`src/rtl/seq_pkg.sv`:
```
// Shared defaults and state encoding for the serial sequence generator/detector pair.
package seq_pkg;

  localparam int DEF_PATTERN_W = 4;
  localparam int DEF_CNT_W     = 8;
  localparam logic [DEF_PATTERN_W-1:0] DEF_PATTERN_RESET = 4'b1011;

  // FILL: fewer than PATTERN_W fresh bits held; ARMED: a full window is present.
  typedef enum logic {
    ST_FILL  = 1'b0,
    ST_ARMED = 1'b1
  } seq_state_e;

endpackage

```
`src/rtl/seq_history.sv`:
```
// Bit history shift register with a saturating fill counter tracking how many
// of the held bits are fresh (received since the last clear/restart).
module seq_history #(
  parameter int W = 4
) (
  input  logic         clk,
  input  logic         reset,
  input  logic         shift,        // consume bit_in this cycle
  input  logic         bit_in,
  input  logic         clear,        // wipe history and fill (reconfiguration)
  input  logic         restart,      // with shift: keep history, fill back to 0
  output logic [W-1:0] history_next, // window as it will look if bit_in is shifted in
  output logic         full_next     // this shift completes a window of W fresh bits
);

  localparam int FW = $clog2(W + 1);

  logic [W-1:0]  history;
  logic [FW-1:0] fill;
  logic [FW-1:0] fill_inc;

  // Look-ahead values for the comparator in the parent.
  always_comb begin
    // NOTE: every always_comb output gets a default first so no latch can be inferred.
    history_next = {history[W-2:0], bit_in};
    fill_inc     = (fill == FW'(W)) ? fill : fill + FW'(1);
    full_next    = shift && (fill_inc == FW'(W));
  end

  // History and fill registers; clear outranks shift.
  always_ff @(posedge clk or posedge reset) begin
    // NOTE: sequential state uses non-blocking assignments so all registers update together.
    if (reset) begin
      history <= '0;
      fill    <= '0;
    end else if (clear) begin
      history <= '0;
      fill    <= '0;
    end else if (shift) begin
      history <= history_next;
      fill    <= restart ? '0 : fill_inc;
    end
  end

endmodule

```
`src/rtl/sequence_detector.sv`:
```
// Serial bit-stream pattern detector with overlapping / non-overlapping modes,
// a one-cycle match pulse and a saturating match counter.
module sequence_detector
  import seq_pkg::*;
#(
  parameter int                   PATTERN_W     = DEF_PATTERN_W,
  parameter logic [PATTERN_W-1:0] PATTERN_RESET = DEF_PATTERN_RESET,
  parameter int                   CNT_W         = DEF_CNT_W
) (
  input  logic                 clk,
  input  logic                 reset,
  input  logic                 bit_valid,
  input  logic                 bit_in,
  input  logic                 cfg_load,
  input  logic [PATTERN_W-1:0] cfg_pattern,
  input  logic                 cfg_overlap,
  input  logic                 clear_count,
  output logic                 match,
  output logic [CNT_W-1:0]     match_count,
  output logic                 armed
);

  seq_state_e           state_q, state_d;
  logic [PATTERN_W-1:0] pattern_q;
  logic                 overlap_q;
  logic [PATTERN_W-1:0] history_next;
  logic                 full_next;
  logic                 shift;
  logic                 hit;
  logic                 restart;

  // A configuration load drops any bit offered in the same cycle.
  assign shift   = bit_valid && !cfg_load;
  assign hit     = full_next && (history_next == pattern_q);
  assign restart = hit && !overlap_q;

  seq_history #(.W(PATTERN_W)) u_history (
    .clk          (clk),
    .reset        (reset),
    .shift        (shift),
    .bit_in       (bit_in),
    .clear        (cfg_load),
    .restart      (restart),
    .history_next (history_next),
    .full_next    (full_next)
  );

  // Pattern and mode registers, reloaded by cfg_load.
  always_ff @(posedge clk or posedge reset) begin
    if (reset) begin
      pattern_q <= PATTERN_RESET;
      overlap_q <= 1'b1;
    end else if (cfg_load) begin
      pattern_q <= cfg_pattern;
      overlap_q <= cfg_overlap;
    end
  end

  // FSM state register.
  always_ff @(posedge clk or posedge reset) begin
    if (reset) state_q <= ST_FILL;
    else       state_q <= state_d;
  end

  // FSM next state: armed while the window is full; a non-overlap match empties it.
  always_comb begin
    state_d = state_q;
    unique case (state_q)
      ST_FILL:  if (full_next && !restart)  state_d = ST_ARMED;
      ST_ARMED: if (cfg_load || restart)    state_d = ST_FILL;
      default:                              state_d = ST_FILL;
    endcase
  end

  assign armed = (state_q == ST_ARMED);

  // Match pulse and saturating counter; a clear coinciding with a match leaves 1.
  always_ff @(posedge clk or posedge reset) begin
    if (reset) begin
      match       <= 1'b0;
      match_count <= '0;
    end else begin
      match <= hit;
      if (clear_count)
        match_count <= {{(CNT_W-1){1'b0}}, hit};
      else if (hit && (match_count != {CNT_W{1'b1}}))
        match_count <= match_count + CNT_W'(1);
    end
  end

endmodule

```
`config.mk`:
```
export PLATFORM = sky130hd
export DESIGN_NAME = sequence_detector
export DESIGN_NICKNAME = d
export VERILOG_FILES = /design/src/rtl/seq_pkg.sv /design/src/rtl/seq_history.sv /design/src/rtl/sequence_detector.sv
export SDC_FILE = /design/constraint.sdc
export NUM_CORES = 1
export LEC_CHECK = 0
export ABC_CLOCK_PERIOD_IN_PS = 5440
export BUFFER_PORTS_ARGS = -buffer_cell sky130_fd_sc_hd__buf_4
export CAP_MARGIN = 20
export CORE_MARGIN = 8
export CORE_UTILIZATION = 58
export DETAILED_ROUTE_END_ITERATION = 10
export PLACE_DENSITY_LB_ADDON = 0.25
export SYNTH_ARGS = -nofsm -noshare
export SYNTH_HDL_FRONTEND = slang
export SYNTH_HIERARCHICAL = 1
export SYNTH_SLANG_ARGS = --single-unit
```
`constraint.sdc`:
```
create_clock -name clk -period 5.44 [get_ports clk]
set_input_delay 0.272 -clock clk [delete_from_list [all_inputs] [get_ports clk]]
set_output_delay 0.272 -clock clk [all_outputs]
set_load 0.1 [all_outputs]
```
======== Yosys cells after proc, flatten, opt, wreduce, memory -nomap -nowiden ========
Index checks and enable logic that the tools add are counted.
word-level totals
  output and inout port bits .............. 10
  word-level logic and storage cells ...... 37
  input port bits ......................... 11
  register bits ........................... 21
operators by class
  bitwise gates (word level) .............. 1
  reductions and logical operators ........ 12
  mux-type cells .......................... 11
  equal/unequal tests ..................... 4
  add/sub/neg operators ................... 2
operators by type and width
  cell                                          number
  two-way mux 3 bit                             6
  two-way mux 8 bit                             2
  adder 8 x 1 -> 8 bit (second input constant)  1
  != test 8 bit (second input constant)         1
  == test 3 bit (second input constant)         2
  logical AND 1 bit                             6
  == test 4 bit                                 1
  nonzero test 2 bit                            2
  adder 3 x 1 -> 3 bit (second input constant)  1
  logical NOT 1 bit                             3
  two-way mux 1 bit                             2
  case mux 1 bit (2 select lines)               1
  logical OR 1 bit                              1
  inverter 1 bit                                1

======== Longest topological paths before layout ========
  depth after elaboration ................. 10
  gate-level depth with buffers ........... 10
  mapped depth without buffers ............ 10

======== Modules after synthesis ========
Netlist, hierarchy kept.
by module, submodules not included
  module             cells an instance  area each (um^2)  times used
  sequence_detector  76                 813.3             1
  seq_history        36                 350.3             1

======== Least setup slack after synthesis ========
Ideal clock, no wire load.
  path kind ............................... flip-flop to flip-flop
  start ................................... reg u_history.fill[0]
  end ..................................... reg u_history.fill[0]
  data required time ...................... 5317 ps
  setup time .............................. 123 ps
  slack ................................... 2968 ps
  stages on the path, launching flop included .. 11
  arrival time ............................ 2349 ps
  path through ............................ dfrtp_1 -> inv_1 -> ha_1 -> nor2_1 -> mux2i_1 -> a2111oi_2 -> nand2_1 -> nor3_1 -> and3b_2 -> o21ai_0 -> a21oi_1
between the ends
  longest elaborated chain between the ends .. 9
ends and longest elaborated chain
  element                                                line                     RTL
  start, declared                                        seq_history.sv:19        logic [FW-1:0] fill;
  start signal, assigned                                 seq_history.sv:41        fill <= restart ? '0 : fill_inc;
  adder 3 x 1 -> 3 bit or == test 3 bit (tied branches)  seq_history.sv:26        fill_inc = (fill == FW'(W)) ? fill : fill + FW'(1);
  two-way mux 3 bit *                                    seq_history.sv:26
  == test 3 bit *                                        seq_history.sv:27        full_next = shift && (fill_inc == FW'(W));
  logical AND 1 bit *                                    seq_history.sv:27
  via full_next                                          sequence_detector.sv:27  logic full_next;
  logical AND 1 bit *                                    sequence_detector.sv:34  assign hit = full_next && (history_next == pattern_q);
  logical AND 1 bit *                                    sequence_detector.sv:35  assign restart = hit && !overlap_q;
  via restart                                            sequence_detector.sv:30  logic restart;
  two-way mux 3 bit *                                    seq_history.sv:41
  two-way mux 3 bit *                                    seq_history.sv:39        end else if (shift) begin
  two-way mux 3 bit *                                    seq_history.sv:36        end else if (clear) begin
Mark *: on every way through the listed nets, which the timed path passes. The rest lies on a longest branch. The select of a mux whose other input is x is not followed.
A chain may end at the register's enable or synchronous reset.

======== Worst setup path in the final report ========
Same ends and word-level chain as after synthesis.

==> results by group <==
CTS
  • Postcts setup bufs: 0
  • Clock net sink count: 21
  • CTS buffer count: 3
  • Post-cts sizing count: 0
  • Clock latency at the later pin of the worst-skew pair: 0.30 ns
  • Max clock buf depth: 2
  • Htree depth: 1
  • CTS tree: built
  • Worst-path clk slew: 0.12 ns
  • Cts hold-fix bufs: 1
  • Root Driver: clkbuf_4

Die
  • Initial Util: just over 60%
  • Rows: 16
  • I/O pin count: 21
  • Die width: approximately 60 µm
  • Die Ht: between 60 and 70 µm
  • Die area: ~0.0037 mm²
  • Std-Cell Core Area: between 0.0015 and 0.002 mm²

Timing
  • Skew final: between 0.004 and 0.005 ns
  • Fmax: between 300 and 400 MHz
  • Relative slew slack: between 50 and 60%
  • Tmin final: 2.86 ns
  • Final hold vios: 0
  • Final setup vio count: 0
  • RSZ-0062 raised after global routing: no
  • WHS: between 0.15 and 0.2 ns
  • Final Slew Violations: 0
  • Worst setup margin: 2.58 ns
  • Least-Margin Pin Slew: between 0.6 and 0.7 ns
  • Setup TNS: 0 ns
  • Fin crit share: 52.5%

Place
  • Gpl congestion: approximately 0.90
  • Post-place setup slack: about 2.6 ns
  • Placed Cells: between 150 and 200
  • Post-detail-place hpwl: about 1.8 mm
  • Area after DPL: around 0.0013 mm²
  • Number of port buffers: 20

Route
  • Drt total wl: 2.42 mm
  • Via Count: 952
  • Wire per inst: ~15 µm
  • Number of remaining DRC errors: 0
  • DRT iter0 DRCs: 30
  • Vias per inst: 5.99
  • 1st-pass router iterations: 4
  • Antenna Nets Post-Route: 0

Critical path
  • Stages on the worst setup path: 10
  • CP required: around 5.6 ns
  • CP Cell Sequence: inv_1 -> ha_1 -> nor2_1 -> mux2i_1 -> a2111oi_2 -> nand2_1 -> nor3_1 -> and3b_2 -> o21ai_0 -> a21oi_1
  • Max stage delay cell, worst path: a2111oi_2
  • Crit-path leading delay family: simple AND/OR/NAND/NOR gates
  • R2R cell count: 10
  • Worst Path Arrival: approximately 3.1 ns
  • Critical Path End Type: register
  • Critical Path Start Type: register
  • Buf+Inv Stages, Crit Path: 1
  • Crit path largest cell delay: 0.69 ns
  • CP max FO: 6
  • Critical path class: register to register

Synthesis
  • Post-synth top area cell: dfrtp_1
  • Synth top area cells: dfrtp_1 (37%), dfstp_2 (9.0%), mux2_2 (5.8%), a21oi_1 (4.3%), mux2i_1 (4.3%)
  • Synth Instances: 112
  • Syn avg cell area: between 10 and 15 µm²
  • Post-synth ARST share: 100%
  • Primary FF master, synth: dfrtp_1
  • Area of the mapped netlist: between 0.001 and 0.0015 mm²
  • Syn Nets: roughly 130
  • FF+latch count, synth: 21
  • Synth top area share: about 37%
  • Syn. warnings: 6
  • Unique cell type count in the Yosys netlist: 39
  • EDFF count, synth: 0
  • Sequential area share after synthesis: between 40 and 50%

Layout
  • NumNets Final: roughly 150
  • Area growth, synth to finish: 16.2%
  • Final Util: between 70% and 80%
  • # diodes: 0
  • Final non-filler cell total: 159
  • Post-route cell area: 0.00135 mm²
  • Layout cell share with drive strength beyond 1: 28.8%

GRT
  • Gr usage total: 14.0%
  • GRT overflow: 0
  • First-pass GRT wire length: 3.99 mm
  • Pin count of the biggest net entering global routing: 16
  • Vias in the first global route: 908
  • Initial antenna violation count: 0

Status
  • Outcome: completed

Pwr
  • Overall power: roughly 0.29 mW
  • PD cells: 211 mW/mm²
  • VDD IR max: about 0.00016 V
  • Pleak: about 0.6 nW

Min path
  • Worst Hold Depth: 2
  • Worst Hold Class: input pin to register

Run
  • MaxCap Viol Count: 0
==> layout make-up <==
class	count	area [µm²]
Multi-Input combinational cell	78	572
Fill cell	168	569
Sequential cell	21	531
Timing Repair Buffer	21	160
Tap cell	27	33.8
Inverter	8	30.0
Clock buffer	4	26.3
==> worst paths after layout <==
check	from	to	slack, ns
worst min register to register	pattern_q[2]$_DFFE_PP0P_	pattern_q[2]$_DFFE_PP0P_	0.56
worst max-delay path	u_history/fill[0]$_DFFE_PP0P_	u_history/fill[0]$_DFFE_PP0P_	2.58
worst min-delay path	cfg_pattern[1]	pattern_q[1]$_DFFE_PP1P_	0.19
min in group asynchronous	reset	u_history/history[2]$_DFFE_PP0P_	0.44
max in group asynchronous	reset	armed$_DFF_PP0_	4.47
worst max register to register	u_history/fill[0]$_DFFE_PP0P_	u_history/fill[0]$_DFFE_PP0P_	2.58
==> where the power goes <==
part / switching (mW) / internal [mW] / total (mW) / leakage, nW
Sequential: 0.00461 / 0.164 / 0.168 / 0.276
Combinational: 0.0231 / 0.0171 / 0.0402 / 0.302
Clock: 0.0480 / 0.0286 / 0.0765 / 0.0150
==> placed cells by master (no fill, tap or decap), types with 2 or more instances in the layout <==
cell | netlist | final
xnor2_1 | 3 | 3
o21ai_0 | 2 | 2
ha_1 | 3 | 3
mux2_2 | 6 | 6
or4_1 | 3 | 3
nor2_1 | 9 | 9
nor3_1 | 2 | 2
nand2_1 | 5 | 5
dfrtp_1 | 17 | 17
dfstp_2 | 4 | 4
a21oi_1 | 10 | 10
nand3_1 | 6 | 6
mux2i_1 | 5 | 5
clkbuf_4 | 0 | 3
a211oi_1 | 2 | 2
inv_1 | 8 | 8
buf_4 | 1 | 20
o31ai_1 | 3 | 3
nor2b_1 | 2 | 2
==> cells in the mapped netlist, drive strengths merged, types with 3 or more instances <==
library cell  instances
mux2                  6
buf                   4
or4                   3
xnor2                 4
nand2                 5
dfrtp                17
ha                    3
nor2                  9
mux2i                 5
o31ai                 3
dfstp                 4
inv                   8
a21oi                10
nand3                 6
==> metal layers <==
layer	global-route usage, %	routed length [µm]	vias to the layer above
li1	-	-	449
met1	17.5	1080	464
met2	23.1	1150	34
met3	2.54	162	5
met4	5.65	31	0
met5	0	0	-
==> registers in the layout, summed over array words and instances, names as in the netlist <==
| signal | flops |
|---|---|
| armed | 1 |
| match | 1 |
| match_count | 8 |
| overlap_q | 1 |
| pattern_q | 4 |
| u_history/fill | 3 |
| u_history/history | 3 |
==> kinds of logic (layout without fill, tap and decap cells) <==
family	count (synthesis)	after routing	share of synthesized area, %
muxes	11	11	10.1
adders and majority gates	3	3	3.23
AOI/OAI and AO/OA	25	25	16.1
DFF	21	21	45.6
and+or+nand+nor	35	35	16.0
xor gates and xnor gates	4	4	3.66
buffers and inverters	13	33	5.27
No activity file was read; power rests on OpenSTA's default activity.
